--- src/rtl/key_repeat_conditioner_pkg.sv ---
// Shared types and default timing for the key conditioner: per-key FSM states,
// nominal 50 MHz timing values and a counter-sizing helper.
package key_cond_pkg;

  typedef enum logic [1:0] {
    IDLE   = 2'd0,
    DELAY  = 2'd1,
    REPEAT = 2'd2
  } key_state_e;

  localparam int unsigned DEF_DEBOUNCE_CYC = 25_000;
  localparam int unsigned DEF_REPEAT_DELAY = 25_000_000;
  localparam int unsigned DEF_REPEAT_SLOW  = 10_000_000;
  localparam int unsigned DEF_REPEAT_FAST  = 1_000_000;

  function automatic int unsigned max4(input int unsigned a, input int unsigned b,
                                       input int unsigned c, input int unsigned d);
    int unsigned m;
    m = a;
    if (b > m) m = b;
    if (c > m) m = c;
    if (d > m) m = d;
    return m;
  endfunction

endpackage

--- src/rtl/key_repeat_conditioner_if.sv ---
// Key-side signal bundle: raw buttons and Accel in, conditioned strobes and levels out.
interface key_repeat_conditioner_if;

  logic Up;
  logic Down;
  logic Accel;
  logic Up_Pulse;
  logic Down_Pulse;
  logic Up_Held;
  logic Down_Held;
  logic Conflict;

  modport master (
    output Up, Down, Accel,
    input  Up_Pulse, Down_Pulse, Up_Held, Down_Held, Conflict
  );

  modport slave (
    input  Up, Down, Accel,
    output Up_Pulse, Down_Pulse, Up_Held, Down_Held, Conflict
  );

endinterface

--- src/rtl/key_repeat_conditioner_key_channel.sv ---
// One push-button channel: 2-FF synchroniser, debounce, and press / auto-repeat FSM.
// The pulse output is combinational; the top registers it together with the level.
module key_channel
  import key_cond_pkg::*;
#(
  parameter int unsigned DEBOUNCE_CYC = DEF_DEBOUNCE_CYC,
  parameter int unsigned REPEAT_DELAY = DEF_REPEAT_DELAY,
  parameter int unsigned REPEAT_SLOW  = DEF_REPEAT_SLOW,
  parameter int unsigned REPEAT_FAST  = DEF_REPEAT_FAST
) (
  input  logic clk,
  input  logic rst_n,
  input  logic key_n,
  input  logic accel,
  output logic held,
  output logic pulse
);

  localparam int CW = $clog2(max4(DEBOUNCE_CYC, REPEAT_DELAY, REPEAT_SLOW, REPEAT_FAST) + 1);
  typedef logic [CW-1:0] cnt_t;

  localparam cnt_t DEB_LAST = cnt_t'(DEBOUNCE_CYC - 1);
  localparam cnt_t DELAY_LD = cnt_t'(REPEAT_DELAY);
  localparam cnt_t SLOW_LD  = cnt_t'(REPEAT_SLOW);
  localparam cnt_t FAST_LD  = cnt_t'(REPEAT_FAST);

  logic       sync1_q, sync1_d;
  logic       sync2_q, sync2_d;
  logic       held_q, held_d;
  cnt_t       db_cnt_q, db_cnt_d;
  key_state_e state_q, state_d;
  cnt_t       rep_cnt_q, rep_cnt_d;
  logic       key_pressed;

  always_ff @(posedge clk or negedge rst_n) begin
    if (!rst_n) begin
      sync1_q   <= 1'b1;
      sync2_q   <= 1'b1;
      held_q    <= 1'b0;
      db_cnt_q  <= '0;
      state_q   <= IDLE;
      rep_cnt_q <= '0;
    end else begin
      sync1_q   <= sync1_d;
      sync2_q   <= sync2_d;
      held_q    <= held_d;
      db_cnt_q  <= db_cnt_d;
      state_q   <= state_d;
      rep_cnt_q <= rep_cnt_d;
    end
  end

  assign key_pressed = ~sync2_q;

  // A one-bit synced value that matches held has either never moved or just bounced back,
  // so clearing on "matches held" is the same as clearing on any change.
  always_comb begin
    sync1_d  = key_n;
    sync2_d  = sync1_q;
    held_d   = held_q;
    db_cnt_d = '0;
    if (key_pressed != held_q) begin
      if (db_cnt_q == DEB_LAST) begin
        held_d = key_pressed;
      end else begin
        db_cnt_d = db_cnt_q + cnt_t'(1);
      end
    end
  end

  // Counters load the full interval and fire on the cycle the count would reach zero,
  // giving exactly REPEAT_DELAY / period cycles between consecutive pulses.
  always_comb begin
    state_d   = state_q;
    rep_cnt_d = rep_cnt_q;
    pulse     = 1'b0;
    if (!held_q) begin
      state_d   = IDLE;
      rep_cnt_d = '0;
    end else begin
      case (state_q)
        IDLE: begin
          pulse     = 1'b1;
          rep_cnt_d = DELAY_LD;
          state_d   = DELAY;
        end
        DELAY, REPEAT: begin
          if (rep_cnt_q == cnt_t'(1)) begin
            pulse     = 1'b1;
            rep_cnt_d = accel ? FAST_LD : SLOW_LD;
            state_d   = REPEAT;
          end else begin
            rep_cnt_d = rep_cnt_q - cnt_t'(1);
          end
        end
        default: begin
          state_d   = IDLE;
          rep_cnt_d = '0;
        end
      endcase
    end
  end

  assign held = held_q;

endmodule

--- src/rtl/key_repeat_conditioner.sv ---
// Up/Down button conditioner for the alarm clock core: two key channels plus
// conflict masking and registered outputs.
module key_repeat_conditioner
  import key_cond_pkg::*;
#(
  parameter int unsigned DEBOUNCE_CYC = DEF_DEBOUNCE_CYC,
  parameter int unsigned REPEAT_DELAY = DEF_REPEAT_DELAY,
  parameter int unsigned REPEAT_SLOW  = DEF_REPEAT_SLOW,
  parameter int unsigned REPEAT_FAST  = DEF_REPEAT_FAST
) (
  input  logic                       Clk_50MHz,
  input  logic                       Rst_n,
  key_repeat_conditioner_if.slave    keys
);

  logic up_held, up_pulse, dn_held, dn_pulse;
  logic up_pulse_q, up_pulse_d;
  logic dn_pulse_q, dn_pulse_d;
  logic up_held_q, up_held_d;
  logic dn_held_q, dn_held_d;
  logic conflict_q, conflict_d;

  key_channel #(
    .DEBOUNCE_CYC (DEBOUNCE_CYC),
    .REPEAT_DELAY (REPEAT_DELAY),
    .REPEAT_SLOW  (REPEAT_SLOW),
    .REPEAT_FAST  (REPEAT_FAST)
  ) u_up (
    .clk   (Clk_50MHz),
    .rst_n (Rst_n),
    .key_n (keys.Up),
    .accel (keys.Accel),
    .held  (up_held),
    .pulse (up_pulse)
  );

  key_channel #(
    .DEBOUNCE_CYC (DEBOUNCE_CYC),
    .REPEAT_DELAY (REPEAT_DELAY),
    .REPEAT_SLOW  (REPEAT_SLOW),
    .REPEAT_FAST  (REPEAT_FAST)
  ) u_down (
    .clk   (Clk_50MHz),
    .rst_n (Rst_n),
    .key_n (keys.Down),
    .accel (keys.Accel),
    .held  (dn_held),
    .pulse (dn_pulse)
  );

  // Masked pulses are dropped outright; the channels keep their own schedules.
  always_comb begin
    conflict_d = up_held & dn_held;
    up_held_d  = up_held;
    dn_held_d  = dn_held;
    up_pulse_d = up_pulse & ~conflict_d;
    dn_pulse_d = dn_pulse & ~conflict_d;
  end

  always_ff @(posedge Clk_50MHz or negedge Rst_n) begin
    if (!Rst_n) begin
      up_pulse_q <= 1'b0;
      dn_pulse_q <= 1'b0;
      up_held_q  <= 1'b0;
      dn_held_q  <= 1'b0;
      conflict_q <= 1'b0;
    end else begin
      up_pulse_q <= up_pulse_d;
      dn_pulse_q <= dn_pulse_d;
      up_held_q  <= up_held_d;
      dn_held_q  <= dn_held_d;
      conflict_q <= conflict_d;
    end
  end

  assign keys.Up_Pulse   = up_pulse_q;
  assign keys.Down_Pulse = dn_pulse_q;
  assign keys.Up_Held    = up_held_q;
  assign keys.Down_Held  = dn_held_q;
  assign keys.Conflict   = conflict_q;

endmodule

--- src/flat_wrapper.sv ---
// flat-port wrapper written by rule: the top's interface ports become plain ports
module key_repeat_conditioner_flat import key_cond_pkg::*;
#(
  parameter int unsigned DEBOUNCE_CYC = DEF_DEBOUNCE_CYC,
  parameter int unsigned REPEAT_DELAY = DEF_REPEAT_DELAY,
  parameter int unsigned REPEAT_SLOW  = DEF_REPEAT_SLOW,
  parameter int unsigned REPEAT_FAST  = DEF_REPEAT_FAST
)
  (Clk_50MHz, Rst_n, keys_Up, keys_Down, keys_Accel, keys_Up_Pulse, keys_Down_Pulse, keys_Up_Held, keys_Down_Held, keys_Conflict);
  key_repeat_conditioner_if keys_i ();
  input  logic Clk_50MHz;
  input  logic Rst_n;
  input wire logic [$bits(keys_i.Up)-1:0] keys_Up;
  input wire logic [$bits(keys_i.Down)-1:0] keys_Down;
  input wire logic [$bits(keys_i.Accel)-1:0] keys_Accel;
  output wire logic [$bits(keys_i.Up_Pulse)-1:0] keys_Up_Pulse;
  output wire logic [$bits(keys_i.Down_Pulse)-1:0] keys_Down_Pulse;
  output wire logic [$bits(keys_i.Up_Held)-1:0] keys_Up_Held;
  output wire logic [$bits(keys_i.Down_Held)-1:0] keys_Down_Held;
  output wire logic [$bits(keys_i.Conflict)-1:0] keys_Conflict;
  assign keys_i.Up = keys_Up;
  assign keys_i.Down = keys_Down;
  assign keys_i.Accel = keys_Accel;
  assign keys_Up_Pulse = keys_i.Up_Pulse;
  assign keys_Down_Pulse = keys_i.Down_Pulse;
  assign keys_Up_Held = keys_i.Up_Held;
  assign keys_Down_Held = keys_i.Down_Held;
  assign keys_Conflict = keys_i.Conflict;
  key_repeat_conditioner #(.DEBOUNCE_CYC(DEBOUNCE_CYC), .REPEAT_DELAY(REPEAT_DELAY), .REPEAT_SLOW(REPEAT_SLOW), .REPEAT_FAST(REPEAT_FAST)) u_core (.Clk_50MHz(Clk_50MHz), .Rst_n(Rst_n), .keys(keys_i));
endmodule
--- config.mk ---
export PLATFORM = sky130hd
export DESIGN_NAME = key_repeat_conditioner_flat
export DESIGN_NICKNAME = d
export VERILOG_FILES = /design/src/rtl/key_repeat_conditioner_pkg.sv /design/src/rtl/key_repeat_conditioner_if.sv /design/src/rtl/key_repeat_conditioner_key_channel.sv /design/src/rtl/key_repeat_conditioner.sv /design/src/flat_wrapper.sv
export SDC_FILE = /design/constraint.sdc
export NUM_CORES = 1
export LEC_CHECK = 0
export CAP_MARGIN = 40
export CORE_ASPECT_RATIO = 0.75
export CORE_MARGIN = 5
export CORE_UTILIZATION = 40
export CTS_CLUSTER_DIAMETER = 30
export CTS_CLUSTER_SIZE = 20
export DETAILED_ROUTE_END_ITERATION = 16
export GPL_TIMING_DRIVEN = 0
export PLACE_DENSITY = 0.64
export RECOVER_POWER = 100
export SYNTH_ARGS = -nofsm -noshare
export SYNTH_HDL_FRONTEND = slang
export SYNTH_SLANG_ARGS = --single-unit
--- constraint.sdc ---
create_clock -name Clk_50MHz -period 2.45 [get_ports Clk_50MHz]
set_clock_uncertainty 0.05 [all_clocks]
set_input_delay 0.735 -clock Clk_50MHz [delete_from_list [all_inputs] [get_ports Clk_50MHz]]
set_output_delay 0.735 -clock Clk_50MHz [all_outputs]
set_load 0.03 [all_outputs]
==> out/results.ini, run 1 <==
[yosys]
syn_inst=574
synthTopCellsByArea=dfrtp_1 49%, xnor2_1 7.1%, nor2_1 5.9%
yosysWarnings=0
yosysTopAreaCellShare_pct=48.7
ys_seq_area_share_pct=50.6
synth_cell_type_count=54
synth_area_um2=5700
synth_edf_count=0
async_reset_ff_share_pct=100
synth_common_cells=111 x dfrtp_1, 90 x nor2_1, 46 x xnor2_1
ys.flop_type=dfrtp_1
syn_area_per_cell_um2=9.93
synth_top_area_cell=dfrtp_1
ys_ff_latch=115
syn_nets=589
yosysMostFrequentCell=dfrtp_1

[timing]
setup_ws_ps=58.7
fin_hold_ws_ps=309
setup_viol=0
fmax_ghz=0.418
relSlewSlack_pct=-7.01
finalHoldViolCount=0
maxSlewViolCount=35
fin_setup_tns_ps=0
fin_crit_ps=2390
tightestPinTransition_ps=1610
finalCritPeriodShare_pct=97.6
rsz0062_at_grt=yes

[worst_setup_path]
worstPathRequired_ps=2740
r2r_slack_ps=60
critPathArrivalTime_ps=2680
rr_startpoint=u_core.u_up.rep_cnt_q[19]
startpoint_type=flip-flop
rr_worst_depth=6
r2r_end=u_core.u_up.rep_cnt_q[6]
cp_max_fo=10
critPathKind=reg -> reg
endpoint_kind=flip-flop

[worst_hold_path]
hp-start=u_core.u_down.sync1_q
hold-path-endpoint=u_core.u_down.sync2_q
holdCritPathClass=reg -> reg
hold_depth=0

[final_layout]
n_fill_cell=1240
drive_gt1_share_pct=12.4
instances_no_fill=795
final_core_util_pct=48.9
n_antenna_cell=0
area_growth_pct=18.6
finalNetCount=622
design_area_um2=6760

[power_and_ir_drop]
power_frac_clock_pct=55.7
leakagePower_nw=3.17
p_int_mw=3.61
p_seq_share_pct=42.5
peakVddDrop_v=0.000556
power_mw=4.53
p_sw_share_pct=20.3
p_switching_mw=0.920
combinationalPowerShare_pct=1.8
cellPowerDensity_nw_per_um2=669

[clock_network]
cts_root_buffer=clkbuf_16
cts_max_level=4
numClockSinks=115
clk_pin_slew_ps=60
clk_latency_ps=400
clock_path_buffers=2
cts_tree=built
cts_buffers=17
cts_hold_buf=0

[placement]
place_area_um2=6040
port_buffers=9
dp.cells=759
gp_congestion=0.824
pre_cts_ws_ps=-132
hpwl_um=7940

[run]
cap_violations=1

[floorplanning]
initial_core_util_pct=41.2
die_area_um2=16800
core_um2=13800
fp.dieW_um=148
fp.dieH_um=113
rows=37
io_pins=10

[global_routing]
antenna_found_initial=0
track_usage_pct=15.2
grt.overflow.total=0
grt_max_degree=82
grt_first_pass_wirelength_um=20900
grt_pass1_vias=4188

[detailed_routing]
avgViaCountPerCell=5.47
via_count=4352
firstDrtPassIters=5
routedWlPerCell_um=15.3
drc=0
drt_wl_total_um=12200
ant_nets=0
dr.first_iter.drc_count=308

[run_status]
failed_checks=max-capacitance violations, max-slew violations
status=complete, but fails checks

[layer usage]
layer / up-vias / part of all wire [%] / global-route usage (%)
li1: 2092 / - / -
met1: 2129 / 49 / 21.6
met2: 107 / 45 / 22.9
met3: 24 / 4.4 / 3.46
met4: 0 / 1.9 / 5.42
met5: - / 0 / 0
[critical path, stage by stage (launching register included)]
cell and delay [ps]:
dfrtp_1 440, or4_4 530, or4_4 590, or2_1 240
buf_2 190, and3_1 170, o21ai_2 100
[layout by cell type, fill, tap and decap left out, drive strengths merged, types with 3 or more instances in the layout]
master,count
buf,11
mux2i,3
inv,15
ha,10
clkinv,5
bufinv,3
and3,4
xor2,36
nor2b,4
clkbuf,35
nor2,91
dfrtp,111
dfstp,4
or4,15
o21ai,19
a21oi,18
nand4,17
xnor2,46
nand3,25
or2,4
nor3,24
a22oi,5
a31oi,4
dlygate4sd3,7
and4,8
nor4,24
o31ai,3
or3,10
nand2,31
[flip-flops by register name (all words and copies together), names as in the netlist]
| register | flops |
|---|---|
| u_core.u_up.sync1_q | 1 |
| u_core.u_up.sync2_q | 1 |
| u_core.keys.Conflict | 1 |
| u_core.u_down.sync2_q | 1 |
| u_core.u_down.state_q | 2 |
| u_core.u_up.held | 1 |
| u_core.u_up.rep_cnt_q | 25 |
| u_core.keys.Up_Pulse | 1 |
| u_core.keys.Down_Held | 1 |
| u_core.u_down.db_cnt_q | 25 |
| u_core.keys.Up_Held | 1 |
| u_core.u_down.rep_cnt_q | 25 |
| u_core.u_up.state_q | 2 |
| u_core.keys.Down_Pulse | 1 |
| u_core.u_down.held | 1 |
| u_core.u_down.sync1_q | 1 |
| u_core.u_up.db_cnt_q | 25 |
[kinds of logic (layout without fill, tap and decap cells)]
logic type,Yosys count,after routing,synth area share [%]
and+or+nand+nor,268,268,24.7
DFF,115,115,50.6
xor gates and xnor gates,82,82,12.6
AOI/OAI and AO/OA,62,62,6.98
buffers and inverters,34,80,2.46
adders and majority gates,10,10,2.19
muxes,3,3,0.527
[layout make-up]
class                      count  area, um2  share of cell area, %
tap                          175        219                   3.24
buffer                        17       87.6                   1.30
sequential                   115       2880                   42.6
timing repair buffer          16        159                   2.35
inverter                      15       56.3                  0.833
clock inverter                10        130                   1.92
clock buffer                  22        474                   7.01
multi-input combinational    425       2750                   40.7
[how the worst max path moves through the flow]
| stage | slack (ps) | end | start | cells after the start |
|---|---|---|---|---|
| 5_1_grt | -8 | u_core.u_down.rep_cnt_q[22] | u_core.u_down.rep_cnt_q[13] | 6 |
| 4_1_cts | 1 | u_core.u_down.rep_cnt_q[19] | u_core.u_down.rep_cnt_q[0] | 6 |
| 3_5_place_dp | -130 | u_core.u_down.rep_cnt_q[22] | u_core.u_down.rep_cnt_q[13] | 6 |
| 6_report | 60 | u_core.u_up.rep_cnt_q[6] | u_core.u_up.rep_cnt_q[19] | 6 |
| 2_1_floorplan | 100 | u_core.u_down.rep_cnt_q[14] | u_core.u_down.rep_cnt_q[0] | 8 |
| 3_3_place_gp | -3810 | u_core.u_up.db_cnt_q[21] | Rst_n | 1 |
[what timing repair did]
item                                    CTS  global route
buffers inserted                          1             4
endpoints found under the setup margin   28            59
resized for setup                         8            17
pin swaps                                 1             1
[power by group through the flow]
stage	Combinational [mW]	Clock, mW	Sequential (mW)
2_1_floorplan	0.0261	0	1.96
3_3_place_gp	0.0786	0	1.96
3_5_place_dp	0.0855	0	1.96
4_1_cts	0.0859	2.56	1.92
5_1_grt	0.0959	2.65	1.92
6_report	0.0807	2.52	1.92
Note: power is estimated with default switching activity, not from simulation.
==> run 2: changes to the inputs <==
- PLACE_DENSITY: 0.64 -> 0.62
- clock period: 2.45 -> 2.8 ns (I/O delays scaled with it)
==> out/results.ini, run 2 (same netlist as run 1, synthesis figures left out) <==
[global_routing]
grt_max_degree=92  ; +12%
grtUsageMet3_pct=3.77  ; +0.32 points
track_usage_pct=14.8  ; -0.38 points
grt.overflow.total=0  ; unchanged
grt_pass1_vias=4110  ; -1.9%
antenna_found_initial=0  ; unchanged
grt_first_pass_wirelength_um=20200  ; -3.6%
met2_usage_pct=21.1  ; -1.8 points
busiest_layer=met1
grtUsageMet1_pct=21.8  ; +0.19 points

[timing]
tightestPinTransition_ps=1380  ; -228 ps
fin_setup_tns_ps=0  ; unchanged
relSlewSlack_pct=8.19  ; +15 points
maxSlewViolCount=0  ; -100%
fin_crit_ps=2650  ; +261 ps
finalCritPeriodShare_pct=94.7  ; -2.9 points
fin_hold_ws_ps=310  ; +0.146 ps
setup_ws_ps=148  ; +88.9 ps
rsz0062_at_grt=no
fmax_ghz=0.377  ; -9.8%
setup_viol=0  ; unchanged
finalHoldViolCount=0  ; unchanged

[clock_network]
postCtsSetupRepairBufs=0  ; -1
cts_max_level=4  ; unchanged
clk_latency_ps=410  ; about the same
clock_path_buffers=2  ; unchanged
cts_tree=built
cts_hold_buf=0  ; unchanged
clk_pin_slew_ps=50  ; about the same
cts_resized=0  ; -8
cts_buffers=17  ; unchanged
numClockSinks=115  ; unchanged
cts_root_buffer=clkbuf_16

[floorplanning]
fp.dieW_um=148  ; unchanged
fp.dieH_um=113  ; unchanged
rows=37  ; unchanged
io_pins=10  ; unchanged
die_area_um2=16800  ; unchanged
core_um2=13800  ; unchanged
initial_core_util_pct=41.2  ; unchanged

[placement]
port_buffers=9  ; unchanged
place_area_um2=6040  ; about the same
pre_cts_ws_ps=203  ; +335 ps
hpwl_um=7850  ; -1.1%
gp_congestion=0.815  ; -1.1%

[power_and_ir_drop]
p_switching_mw=0.771  ; -16%
p_int_mw=3.06  ; -15%
peakVddDrop_v=0.000433  ; -22%
p_seq_share_pct=44.0  ; +1.5 points
power_mw=3.83  ; -15%
power_frac_clock_pct=54.3  ; -1.4 points
leakagePower_nw=3.09  ; -2.4%
combinationalPowerShare_pct=1.7  ; about the same
p_sw_share_pct=20.1  ; -0.21 points
cellPowerDensity_nw_per_um2=582  ; -13%

[final_layout]
mostFrequentLayoutCells=111 x dfrtp_1, 90 x nor2_1, 46 x xnor2_1
area_growth_pct=15.4
n_antenna_cell=0  ; unchanged
finalNetCount=619  ; -0.48%
final_common_cell=dfrtp_1
drive_gt1_share_pct=7.95  ; -4.5 points
design_area_um2=6580  ; -2.7%

[detailed_routing]
routedWlPerCell_um=14.6  ; -4.7%
ant_nets=0  ; unchanged
firstDrtPassIters=4  ; -1
drc=0  ; unchanged
via_count=4201  ; -3.5%
dr.first_iter.drc_count=259  ; -16%
avgViaCountPerCell=5.31  ; -3.0%
drt_wl_total_um=11600  ; -5.2%

[worst_setup_path]
cp_max_fo=6  ; -4
slowest_delay_ps=650  ; +60 ps
cp_slowest_cell=or4_1
startpoint=u_core.u_down.rep_cnt_q[13]
critPathKind=reg -> reg
startpoint_type=flip-flop
worstPathRequired_ps=3000  ; +260 ps
r2r_slack_ps=150  ; +90 ps
critPathArrivalTime_ps=2850  ; +170 ps
path_cells=or4_1, nor4b_4, and4_1, clkbuf_1, a21o_1, a22oi_1
endpoint_kind=flip-flop
rr_startpoint=u_core.u_down.rep_cnt_q[13]

[run]
cap_violations=0  ; -1

[worst_hold_path]
holdCritPathClass=reg -> reg
hp-start=u_core.u_down.sync1_q

[run_status]
status=completed

## run 2: changes by cell type in the layout (fill, tap and decap cells not counted), moves of 2 or more
cell and delta:
buf_4 -5, buf_2 -2, clkbuf_2 -3, clkinv_2 -2, clkinvlp_4 -2, o21ai_1 -7
a21o_1 +2, o21ai_0 +7, nor4_1 +4, nor4_2 -4, clkbuf_1 +13
## run 2: cell type report
cell class,count,area [um2]
Tap cell,175,219
Inverter,15,56.3
Multi-Input combinational cell,425,2680
Timing Repair Buffer,11,100
Clock buffer,26,489
Buffer,19,81.3
Clock inverter,5,75.1
Fill cell,1283,7260
Sequential cell,115,2880
## run 2: worst max-delay path: cells and delay by family, from the launching register on
| family | cells | cell delay [ps] |
|---|---|---|
| AND/OR/NAND/NOR | 3 | 1320 |
| AO/OA/AOI/OAI | 2 | 450 |
| flip-flops | 1 | 390 |
| buffers and inverters | 1 | 270 |
## run 2: stage by stage
stage,cells,utilization [%]
floorplan,574,-
global placement,758,43.4
detailed placement,760,43.7
CTS,791,47.7
global route,791,47.6
finish,791,47.6
## run 2: routing by layer
metal	share of wire, %	vias to the layer above
met5	0	-
met4	1.2	0
met3	4.5	14
met2	43	75
met1	52	2031
li1	-	2081
## run 2: worst paths after layout
check | depth (start not counted) | end
hold reg to reg | 0 | u_core.u_down.sync2_q
setup reg to reg | 6 | u_core.u_down.rep_cnt_q[12]
hold / removal | 0 | u_core.u_down.sync2_q
max in group asynchronous | 2 | u_core.u_up.db_cnt_q[20]
setup / recovery | 6 | u_core.u_down.rep_cnt_q[12]
min in group asynchronous | 1 | u_core.u_down.rep_cnt_q[21]
## run 2: power by group through the flow
stage          sequential [mW]  combinational [mW]  clock, mW
2_1_floorplan             1.71              0.0229          0
3_3_place_gp              1.71              0.0694          0
3_5_place_dp              1.71              0.0757          0
4_1_cts                   1.68              0.0760       2.12
5_1_grt                   1.68              0.0801       2.19
6_report                  1.68              0.0665       2.08
